## src/rtl/param_simple_processor.sv

```systemverilog
// param_simple_processor: multi-cycle 8-register processor with ALU flags and conditional move.
module param_simple_processor #(
    parameter int WIDTH = 16
) (
    input  logic             clk,
    input  logic             rst_n,
    input  logic             run,
    input  logic [WIDTH-1:0] din,
    output logic             done,
    output logic [WIDTH-1:0] buswires,
    output logic [WIDTH-1:0] r0,
    output logic [WIDTH-1:0] r1,
    output logic             flag_z,
    output logic             flag_c
);
    typedef enum logic [1:0] {T0, T1, T2, T3} state_t;
    localparam logic [2:0] MV = 3'd0, MVI = 3'd1, ADD = 3'd2, SUB = 3'd3;
    localparam logic [2:0] AND_OP = 3'd4, OR_OP = 3'd5, XOR_OP = 3'd6, MVNZ = 3'd7;
    state_t           state;
    logic [WIDTH-1:0] regs [8];
    logic [WIDTH-1:0] a, g, result;
    logic [8:0]       ir;
    logic [WIDTH:0]   sum;
    logic [2:0]       op, rx, ry;
    logic             mv_class, carry;
    assign op       = ir[8:6];
    assign rx       = ir[5:3];
    assign ry       = ir[2:0];
    assign mv_class = op == MV || op == MVI || op == MVNZ;
    assign r0       = regs[0];
    assign r1       = regs[1];
    assign done     = (state == T1 && mv_class) || state == T3;
    always_comb begin
        buswires = state == T1 ? (op == MVI ? din : mv_class ? regs[ry] : regs[rx]) :
                   state == T2 ? regs[ry] :
                   state == T3 ? g : '0;
    end
    // subtraction reuses the adder as A + ~B + 1 so the carry out means A >= B
    always_comb begin
        sum    = {1'b0, a} + {1'b0, op == SUB ? ~buswires : buswires} + {{WIDTH{1'b0}}, op == SUB};
        result = op == AND_OP ? a & buswires :
                 op == OR_OP  ? a | buswires :
                 op == XOR_OP ? a ^ buswires : sum[WIDTH-1:0];
        carry  = (op == ADD || op == SUB) && sum[WIDTH];
    end
    always_ff @(posedge clk) begin
        if (!rst_n) begin
            state <= T0;
            for (int i = 0; i < 8; i++) regs[i] <= '0;
            a      <= '0;
            g      <= '0;
            ir     <= '0;
            flag_z <= 1'b0;
            flag_c <= 1'b0;
        end else begin
            case (state)
                T0: if (run) begin
                    ir    <= din[8:0];
                    state <= T1;
                end
                T1: if (mv_class) begin
                    if (op != MVNZ || !flag_z) regs[rx] <= buswires;
                    state <= T0;
                end else begin
                    a     <= buswires;
                    state <= T2;
                end
                T2: begin
                    g      <= result;
                    flag_z <= result == '0;
                    flag_c <= carry;
                    state  <= T3;
                end
                T3: begin
                    regs[rx] <= g;
                    state    <= T0;
                end
            endcase
        end
    end
endmodule

```

## config.mk

```make
export PLATFORM = sky130hd
export DESIGN_NAME = param_simple_processor
export DESIGN_NICKNAME = d
export VERILOG_FILES = /design/src/rtl/param_simple_processor.sv
export SDC_FILE = /design/constraint.sdc
export NUM_CORES = 1
export LEC_CHECK = 0
export ABC_CLOCK_PERIOD_IN_PS = 9600
export CAP_MARGIN = 20
export CELL_PAD_IN_SITES_DETAIL_PLACEMENT = 1
export CELL_PAD_IN_SITES_GLOBAL_PLACEMENT = 1
export CORE_UTILIZATION = 52
export DETAILED_ROUTE_END_ITERATION = 8
export PLACE_DENSITY = 0.89
export SYNTH_ARGS = -nofsm -noshare
export SYNTH_HDL_FRONTEND = slang
export SYNTH_SLANG_ARGS = --single-unit
export TNS_END_PERCENT = 30
```

## constraint.sdc

```tcl
create_clock -name clk -period 9.6 [get_ports clk]
set_input_delay 2.4 -clock clk [delete_from_list [all_inputs] [get_ports clk]]
set_output_delay 2.4 -clock clk [all_outputs]
set_load 0.005 [all_outputs]
```

==> results of run 1 <==
layout make-up:
type	count	area, µm²	area share
clock buffers	24	547	0.0443
clock inverters	8	58.8	0.00476
inverters	37	139	0.0113
multi-input cells	698	5570	0.451
flip-flops and latches	179	4870	0.394
well taps	270	338	0.0274
repair buffers	86	821	0.0665
worst max-delay path: cells and delay by family:
| kind | cells | cell delay (ps) |
|---|---|---|
| compound gates | 8 | 2320 |
| xor+xnor | 1 | 190 |
| fa+ha+maj | 1 | 460 |
| buf+inv | 2 | 620 |
| mux | 1 | 380 |
| simple gates | 6 | 1390 |
cells in the final DEF, fill, tap and decap left out, drive strengths merged, types with 24 or more instances in the layout:
cell,n
a21oi,31
clkbuf,24
clkdlybuf4s50,68
dfxtp,51
edfxtp,128
ha,48
inv,39
mux2i,34
mux4,61
nand2,69
nor2,177
power groups by stage:
stage	Combinational, mW	Clock [mW]	Sequential [mW]
after floorplan	0.247	0	0.885
final	0.373	0.714	0.889
after global routing	0.395	0.736	0.891
after CTS	0.365	0.711	0.888
after detailed placement	0.358	0	0.902
after global placement	0.342	0	0.898
registers in the layout (all words and copies together), names as in the netlist, named ones only:
signal,count
flag_c,1
ir,9
a,16
regs,128
g,16
state,1
flag_z,1
cells in the mapped netlist (2+ instances only):
library cell               instances  area [µm²]
sky130_fd_sc_hd__buf_2             7        35.0
sky130_fd_sc_hd__a21oi_1          30         150
sky130_fd_sc_hd__a221oi_1          2        17.5
sky130_fd_sc_hd__a211oi_1         21         158
sky130_fd_sc_hd__or4_1             2        15.0
sky130_fd_sc_hd__or3_1             3        18.8
sky130_fd_sc_hd__xor2_1            6        52.6
sky130_fd_sc_hd__a22o_1           15         131
sky130_fd_sc_hd__a31oi_1           3        18.8
sky130_fd_sc_hd__mux2_2           16         180
sky130_fd_sc_hd__buf_1             6        22.5
sky130_fd_sc_hd__nand4_1           2        12.5
sky130_fd_sc_hd__nor4_1            3        18.8
sky130_fd_sc_hd__a41oi_1           2        17.5
sky130_fd_sc_hd__nor2b_1          18         113
sky130_fd_sc_hd__mux2i_1          34         340
sky130_fd_sc_hd__o22ai_1           5        31.3
sky130_fd_sc_hd__o211ai_1          2        15.0
sky130_fd_sc_hd__o211a_1           3        30.0
sky130_fd_sc_hd__o21ai_0          18        90.1
sky130_fd_sc_hd__a211o_1          15         131
sky130_fd_sc_hd__ha_1             48         601
sky130_fd_sc_hd__a21boi_0          8        60.1
sky130_fd_sc_hd__o21a_1            5        37.5
sky130_fd_sc_hd__mux4_2           61        1370
sky130_fd_sc_hd__nand3b_1          4        30.0
sky130_fd_sc_hd__a22oi_1           2        15.0
sky130_fd_sc_hd__o31a_1            2        17.5
sky130_fd_sc_hd__nor3_1            8        40.0
sky130_fd_sc_hd__and3_1            5        31.3
sky130_fd_sc_hd__nor3b_1           4        30.0
sky130_fd_sc_hd__edfxtp_1        128        3840
sky130_fd_sc_hd__and2_1            7        43.8
sky130_fd_sc_hd__and4_1            2        17.5
sky130_fd_sc_hd__nand2_1          69         259
sky130_fd_sc_hd__or2_2             3        18.8
sky130_fd_sc_hd__dfxtp_1          51        1020
sky130_fd_sc_hd__nand3_1          10        50.1
sky130_fd_sc_hd__inv_1            36         135
sky130_fd_sc_hd__nand2b_1         20         125
sky130_fd_sc_hd__a21o_1           11        82.6
sky130_fd_sc_hd__nor2_1          177         664
sky130_fd_sc_hd__o221a_2          15         169
sky130_fd_sc_hd__xnor2_1          19         166
sky130_fd_sc_hd__clkbuf_1         71         267
stage by stage:
stage / worst slack, ps / total power [mW] / util / hold WS [ps]
floorplan: 3600 / 1.13 / - / 438
global placement: 2260 / 1.24 / 0.576 / 450
detailed placement: 2040 / 1.26 / 0.576 / 462
CTS: 2320 / 1.96 / 0.605 / 468
global route: 1870 / 2.02 / 0.606 / 478
finish: 2190 / 1.98 / 0.606 / 468
how the worst max path moves through the flow:
stage	startpoint	end	depth (start not counted)
final	din[0]	flag_z	19
after global routing	din[0]	flag_z	19
after global placement	din[0]	flag_z	19
after detailed placement	din[0]	flag_z	19
after CTS	din[0]	flag_z	19
after floorplan	din[0]	flag_z	18
routing by layer:
layer / track usage / vias to the layer above
met4: 0.196 / 0
met1: 0.440 / 4416
met2: 0.594 / 578
li1: - / 3705
met3: 0.0630 / 140
met5: 0 / -
logic make-up after synthesis:
kind of cell,count (synthesis),share of synthesized area
buffers and inverters,122,0.0435
and+or+nand+nor,340,0.140
adders and majority gates,49,0.0570
xor gates and xnor gates,25,0.0201
DFF,179,0.446
muxes,111,0.174
AOI/OAI and AO/OA,173,0.119
==> impl_metrics.json, run 1 <==
{
  "depth_of_the_worst_register_to_register_path": 18,
  "ir_drop_uv": 146,
  "stdcell_count": 1302,
  "power.net_switching_mw": 0.564,
  "synth.distinct_cells": 65,
  "wl_met3_um": 3120,
  "grtUsageTotal": 0.356,
  "critical_path.reg2reg.endpoint": "flag_z",
  "antenna_cells": 0,
  "grt_pass1_vias": 9222,
  "dieWidth_um": 147,
  "cts_htree_levels": 4,
  "drc": 0,
  "r2r_start": "state[0]",
  "sequentialPowerShare": 0.450,
  "clock_tree.buffer_depth": 2,
  "syn-num-nets": 1067,
  "clk_pin_slew_ps": 70,
  "switching_share": 0.285,
  "path_cells": "clkdlybuf4s50_1 > nand2b_1 > a21oi_1 > o21ai_0 > a211oi_2 > mux2i_1 > inv_1 > fa_1 > a21o_1 > a221oi_1 > xor2_1 > nor2_1 > a211oi_1 > a21oi_1 > or4_1 > nor4_1 > and4_1 > nand4_1 > o31ai_2",
  "async_reset_ff_frac": 0,
  "reg_to_reg_slack_setup_ps": 2730,
  "max_stage_delay_ps": 780,
  "maximum_number_of_pins_on_one_net_before_global_route_repair": 57,
  "highest_layer": "met4",
  "vias": 8839,
  "cts_inserted_buffers": 17,
  "crit_path_top_delay_cell": "sky130_fd_sc_hd__a211oi_2",
  "cts-resized-gates": 0,
  "max-cap-violations": 0,
  "io_pins": 70,
  "floorplan.initialDensity": 0.535,
  "fp-row-count": 52,
  "hpwl_um": 23400,
  "hold_path.startpoint": "g[1]",
  "layout-drive-gt1-share": 0.151,
  "synthCells": 999,
  "hp-class": "reg2reg",
  "critical_path.endpoint_type": "flop",
  "place_inst": 1269,
  "hold_path_depth": 2,
  "port_buffers": 69,
  "gp_routability_congestion": 0.911,
  "tritoncts": "yes",
  "timing.final.max_slew_violations": 0,
  "worst-setup-path-type": "in2reg",
  "root_buffer_cell": "sky130_fd_sc_hd__clkbuf_16",
  "number_of_antenna_violations_at_the_first_check_in_global_routing": 0,
  "synth_ff_type": "sky130_fd_sc_hd__edfxtp_1",
  "antenna_violating_nets_post_route": 0,
  "max_freq_mhz": 135,
  "clock_skew_ps": 12.3,
  "timing.final.hold_violations": 0,
  "arrival_ps": 7760,
  "synthesis.area_um2": 10900,
  "final.setup.tns_ps": 0,
  "timing.critical_path.from_type": "input port",
  "path_max_fanout": 12,
  "routed_wirelength_um": 37300,
  "cellPowerDensity_nw_per_um2": 160,
  "drt_pre_antenna_iters": 5,
  "layout.filler_cells": 2107,
  "finalSetupViolations": 0,
  "remaining_global_route_overflow": 0,
  "rsz0062_at_grt": "no",
  "tightestPinTransition_ps": 1160,
  "power.static_leakage_nw": 4.59,
  "ff_latch_count_synth": 179,
  "internal-power_mw": 1.41,
  "cts_hold_buffers": 0,
  "hold_path_endpoint": "g[1]",
  "synth_area_per_cell_um2": 10.9,
  "synth_warnings": 0,
  "critical-path-top-cell-by-count": "sky130_fd_sc_hd__a21oi_1",
  "post-route-min-period_ps": 7410,
  "detail_route.iter0.violations": 969,
  "cts.repair_timing.setup_buffer_count": 0,
  "max_slew_margin": 0.225,
  "clkPwrFrac": 0.361,
  "grt_first_pass_wirelength_um": 56400,
  "data_required_time_at_the_worst_endpoint_ps": 9960,
  "status": "finished clean",
  "floorplan.die_area_um2": 21500,
  "route.layer.met1.wl_um": 13700,
  "area.growth.synth_to_final_pct": 13.3,
  "met2WireLength_um": 18500,
  "detail_route.vias_per_cell": 6.79,
  "wl_per_cell_um": 28.6,
  "yosysSeqAreaShare": 0.446,
  "placed_area_um2": 11700,
  "cts_sinks": 179,
  "p_comb_frac": 0.189,
  "insertion_delay_ps": 440,
  "final_nets": 1087,
  "final.period_utilization": 0.772,
  "final_cell_area_um2": 12300,
  "core-area_um2": 20400,
  "fp.dieH_um": 147,
  "number_of_synthesized_flops_with_an_enable_pin": 128
}
Power figures use the tool's default switching activity.
==> inputs of run 2 (changes only) <==
ABC_CLOCK_PERIOD_IN_PS = 6600   (was 9600)
CORE_UTILIZATION = 44   (was 52)
PLACE_DENSITY = 0.81   (was 0.89)
clock period = 6.6 ns   (was 9.6 ns; I/O delays follow)
==> run 2 against run 1 <==
Sequential share of layout area is 0.61 points lower. Final area is 1.6% higher. Worst setup slack got worse by 1400 ps. Count of clock-buffer cells in the layout down 6. Clock skew shrank 3.0 ps. Critical endpoint unchanged. Non-clock buffer count rose by 18. Highest routed layer unchanged. Register-to-register slack got worse by 1700 ps. Cell count grew 5.5%. First-iteration DRC count decreased by 22%.
==> impl_metrics.json, run 2 (synthesis results as in run 1) <==
{
  "ir_drop_uv": 179,
  "drc": 0,
  "critical_path.endpoint_type": "flop",
  "crit_path_top_delay_cell": "sky130_fd_sc_hd__clkdlybuf4s50_1",
  "grt_pass1_vias": 8863,
  "cts-resized-gates": 0,
  "insertion_delay_ps": 440,
  "gp_routability_congestion": 0.942,
  "crit_family": "compound AO/OA/AOI/OAI gates",
  "detail_route.iter0.violations": 755,
  "largest_register_ffs": 128,
  "maximum_number_of_pins_on_one_net_before_global_route_repair": 56,
  "cts.repair_timing.setup_buffer_count": 0,
  "max_slew_margin": 0.316,
  "clk_pin_slew_ps": 70,
  "tightestPinTransition_ps": 1020,
  "mostFrequentLayoutCells": "sky130_fd_sc_hd__nor2_1 (176), sky130_fd_sc_hd__edfxtp_1 (128), sky130_fd_sc_hd__nand2_1 (69), sky130_fd_sc_hd__clkdlybuf4s50_1 (68), sky130_fd_sc_hd__mux4_2 (61)",
  "grt_first_pass_wirelength_um": 53400,
  "layout-drive-gt1-share": 0.163,
  "data_required_time_at_the_worst_endpoint_ps": 6960,
  "port_buffers": 69,
  "final.period_utilization": 0.884,
  "depth_of_the_critical_timing_path_with_buffers_and_inverters_included": 19,
  "max-cap-violations": 0,
  "largest_registers": "regs: 128 flops, a: 16 flops, g: 16 flops",
  "path_buf_inv": 2,
  "status": "finished clean",
  "number_of_antenna_violations_at_the_first_check_in_global_routing": 0,
  "fp-row-count": 57,
  "dieWidth_um": 159,
  "grtUsageTotal": 0.279,
  "clock_skew_ps": 9.29,
  "stdcell_count": 1373,
  "layout_commonest_cell": "sky130_fd_sc_hd__nor2_1",
  "antenna_cells": 0,
  "timing.final.hold_violations": 0,
  "io_pins": 70,
  "path_cells": "clkdlybuf4s50_1 > nand2b_1 > a21oi_1 > o21ai_0 > a211oi_2 > mux2i_1 > inv_1 > fa_1 > a21o_1 > a221oi_1 > a21oi_1 > a31oi_1 > o2bb2ai_1 > xor2_1 > o21ai_0 > nor4_1 > and4_1 > nand4_1 > o31ai_2",
  "post-route-min-period_ps": 5840,
  "max_stage_delay_ps": 470,
  "top_register": "regs",
  "wl_per_cell_um": 25.2,
  "depth_of_the_worst_register_to_register_path": 19,
  "antenna_violating_nets_post_route": 0,
  "max_freq_mhz": 171,
  "cts_htree_levels": 4,
  "remaining_global_route_overflow": 0,
  "worst-setup-path-type": "in2reg",
  "final.setup.tns_ps": 0,
  "hpwl_um": 24600,
  "final_nets": 1105,
  "cts_sinks": 179,
  "root_buffer_cell": "sky130_fd_sc_hd__clkbuf_16",
  "core-area_um2": 24300,
  "cellPowerDensity_nw_per_um2": 231,
  "timing.final.max_slew_violations": 0,
  "power.static_leakage_nw": 4.67,
  "floorplan.initialDensity": 0.448,
  "floorplan.die_area_um2": 25400,
  "timing.critical_path.from_type": "input port",
  "hp-class": "reg2reg",
  "fp.dieH_um": 159,
  "finalSetupViolations": 0,
  "drt_pre_antenna_iters": 5,
  "clock_tree.buffer_depth": 2,
  "detail_route.vias_per_cell": 6.21,
  "place_inst": 1342,
  "hold_path_depth": 2,
  "vias": 8522,
  "tritoncts": "yes",
  "area.growth.synth_to_final_pct": 15.1,
  "cts_hold_buffers": 0,
  "arrival_ps": 6200,
  "cts_inserted_buffers": 17,
  "routed_wirelength_um": 34700,
  "rsz0062_at_grt": "no",
  "path_max_fanout": 3
}
[run 2: path summary, 6_finish.rpt]
check | start | end | slack, ps
max reg2reg | flop | flag_z | 990
min | g[1] | g[1] | 480
max | din[0] | flag_z | 760
min reg2reg | g[1] | g[1] | 480
[run 2: worst reg2reg max path, stage by stage, from the launching register on]
cell	delay, ps
sky130_fd_sc_hd__dfxtp_1	920
sky130_fd_sc_hd__buf_4	330
sky130_fd_sc_hd__mux2i_1	260
sky130_fd_sc_hd__a22oi_1	140
sky130_fd_sc_hd__and4_1	260
sky130_fd_sc_hd__a211oi_2	280
sky130_fd_sc_hd__mux2i_1	310
sky130_fd_sc_hd__inv_1	120
sky130_fd_sc_hd__fa_1	450
sky130_fd_sc_hd__a21o_1	190
sky130_fd_sc_hd__a221oi_1	450
sky130_fd_sc_hd__a21oi_1	190
sky130_fd_sc_hd__a31oi_1	320
sky130_fd_sc_hd__o2bb2ai_1	190
sky130_fd_sc_hd__xor2_1	170
sky130_fd_sc_hd__o21ai_0	150
sky130_fd_sc_hd__nor4_1	280
sky130_fd_sc_hd__and4_1	220
sky130_fd_sc_hd__nand4_1	110
sky130_fd_sc_hd__o31ai_2	190
[run 2: metal layers]
metal	share of wire	track usage	vias up
li1	-	-	3733
met1	0.42	0.363	4420
met2	0.50	0.483	310
met3	0.053	0.0352	59
met4	0.025	0.0900	0
met5	0	0	-
[run 2: area by class of cell]
cell class / count / area (µm²)
Fill cell: 2576 / 11800
Multi-Input combinational cell: 698 / 5570
Sequential cell: 179 / 4870
Timing Repair Buffer: 104 / 948
Clock buffer: 18 / 429
Tap cell: 324 / 405
Clock inverter: 13 / 174
Inverter: 37 / 139
[run 2: report_power, final]
part | total, mW | switching (mW) | internal, mW
clock | 1.07 | 0.468 | 0.603
sequential | 1.30 | 0.0535 | 1.25
combinational | 0.529 | 0.298 | 0.231
[run 2: metrics by stage]
step | worst slack, ps | total power, mW | hold slack (ps) | area [µm²] | utilization
4_1_cts | 790 | 2.90 | 475 | 12500 | 0.515
2_1_floorplan | 1350 | 1.65 | 438 | 10900 | -
3_3_place_gp | 460 | 1.82 | 450 | 11900 | 0.491
6_report | 763 | 2.90 | 477 | 12500 | 0.515
3_5_place_dp | 379 | 1.84 | 461 | 11900 | 0.491
5_1_grt | 548 | 2.99 | 500 | 12500 | 0.515
==> inputs of run 3 (changes only) <==
GPL_TIMING_DRIVEN = 1   (was not set)
PLACE_DENSITY = not set   (was 0.81)
PLACE_DENSITY_LB_ADDON = 0.2   (was not set)
==> run 3 against run 2 <==
Via count down 0.95%. Count of clock-buffer cells in the layout up 3. Sequential cell count unchanged. Critical endpoint unchanged. Die area unchanged. First-iteration DRC count down 3.8%. Hold slack worse by 9.2 ps. Total power down 1.1%. Combinational power down 0.8%. Register-to-register slack about the same. Largest power group unchanged.
==> impl_metrics.json, run 3 (synthesis results as in run 1) <==
{
  "status": "finished clean",
  "grt_pass1_vias": 8742,
  "critical-path-top-cell-by-count": "sky130_fd_sc_hd__a21oi_1",
  "drc": 0,
  "crit_path_top_delay_cell": "sky130_fd_sc_hd__or4_1",
  "cts_sinks": 179,
  "power.static_leakage_nw": 4.70,
  "core-area_um2": 24300,
  "wl_per_cell_um": 24.9,
  "crit_family": "compound AO/OA/AOI/OAI gates",
  "post-route-min-period_ps": 5860,
  "clock_tree.buffer_depth": 2,
  "floorplan.initialDensity": 0.448,
  "largest_register_ffs": 128,
  "clk_pin_slew_ps": 70,
  "ff_latch_area_um2": 4870,
  "layout_commonest_cell": "sky130_fd_sc_hd__nor2_1",
  "antenna_cells": 0,
  "timing.final.max_slew_violations": 0,
  "cts_htree_levels": 4,
  "path_buf_inv": 2,
  "hp-class": "reg2reg",
  "multi_input_comb_area_um2": 5570,
  "max-cap-violations": 0,
  "clock_skew_ps": 13.2,
  "cts.repair_timing.setup_buffer_count": 0,
  "cts_hold_buffers": 0,
  "max_slew_margin": 0.267,
  "remaining_global_route_overflow": 0,
  "floorplan.die_area_um2": 25400,
  "tightestPinTransition_ps": 1100,
  "antenna_violating_nets_post_route": 0,
  "arrival_ps": 6210,
  "vias": 8441,
  "grt_first_pass_wirelength_um": 53000,
  "root_buffer_cell": "sky130_fd_sc_hd__clkbuf_16",
  "mostFrequentLayoutCells": "sky130_fd_sc_hd__nor2_1 (176), sky130_fd_sc_hd__edfxtp_1 (128), sky130_fd_sc_hd__nand2_1 (69), sky130_fd_sc_hd__clkdlybuf4s50_1 (68), sky130_fd_sc_hd__mux4_2 (61)",
  "maximum_number_of_pins_on_one_net_before_global_route_repair": 56,
  "tritoncts": "yes",
  "timing.critical_path.from_type": "input port",
  "cellPowerDensity_nw_per_um2": 228,
  "data_required_time_at_the_worst_endpoint_ps": 6960,
  "worst-setup-path-type": "in2reg",
  "ir_drop_uv": 154,
  "critical_path.endpoint_type": "flop",
  "layout-drive-gt1-share": 0.168,
  "finalSetupViolations": 0,
  "max_stage_delay_ps": 600,
  "path_max_fanout": 3,
  "number_of_antenna_violations_at_the_first_check_in_global_routing": 0,
  "io_pins": 70,
  "insertion_delay_ps": 450,
  "routed_wirelength_um": 34300,
  "final.setup.tns_ps": 0,
  "top_register": "regs",
  "port_buffers": 69,
  "layout.core_utilization": 0.516,
  "layout.filler_cells": 2607,
  "timing.final.hold_violations": 0,
  "gp_routability_congestion": 0.913,
  "final_cell_area_um2": 12600,
  "final_nets": 1109,
  "final.period_utilization": 0.887,
  "placed_area_um2": 12000,
  "cts-resized-gates": 0,
  "fp.dieH_um": 159,
  "hpwl_um": 23800,
  "design_power_total_mw": 2.87,
  "detail_route.vias_per_cell": 6.13,
  "area.growth.synth_to_final_pct": 15.3,
  "max_freq_mhz": 171,
  "rsz0062_at_grt": "no",
  "detail_route.iter0.violations": 726,
  "drt_pre_antenna_iters": 5,
  "largest_registers": "regs: 128 flops, a: 16 flops, g: 16 flops",
  "path_cells": "clkdlybuf4s50_1 > nand2b_1 > a21oi_1 > o21ai_0 > a211oi_2 > mux2i_1 > inv_1 > fa_1 > a21o_1 > a221oi_1 > xor2_1 > nor2_1 > a211oi_1 > a21oi_1 > or4_1 > nor4_1 > and4_1 > nand4_1 > o31ai_2",
  "dieWidth_um": 159,
  "fp-row-count": 57,
  "grtUsageTotal": 0.279,
  "cts_inserted_buffers": 17
}
-- run 3: worst min-delay path: stages, from the launching register on --
cell and delay (ps):
sky130_fd_sc_hd__dfxtp_1 310, sky130_fd_sc_hd__nand2_1 40, sky130_fd_sc_hd__a21boi_0 70
-- run 3: worst paths after layout --
path | start | end | slack [ps] | cells past startpoint
min | g[10] | g[10] | 470 | 2
max | din[0] | flag_z | 740 | 19
max reg2reg | flop | flag_z | 990 | 17
min reg2reg | g[10] | g[10] | 470 | 2
-- run 3: per-stage QoR --
step	cells	hold slack (ps)	setup WS (ps)
finish	1378	467	745
global route	1378	496	352
CTS	1378	472	681
detailed placement	1346	463	307
global placement	1346	454	488
floorplan	999	438	1350
-- run 3: area by class of cell --
class / instances / share of cell area
multi-input combinational: 698 / 0.444
sequential: 179 / 0.387
timing repair buffer: 108 / 0.0779
clock buffer: 21 / 0.0400
tap: 324 / 0.0323
inverter: 37 / 0.0111
clock inverter: 11 / 0.00757
-- run 3: per-layer routing --
metal | track usage | share of wire
met5 | 0 | 0
met4 | 0.0865 | 0.024
met3 | 0.0568 | 0.059
met2 | 0.460 | 0.48
met1 | 0.371 | 0.44
-- run 3: power breakdown --
group	internal, mW	total (mW)	switching [mW]
logic	0.232	0.525	0.293
registers	1.25	1.30	0.0536
clock network	0.586	1.04	0.458
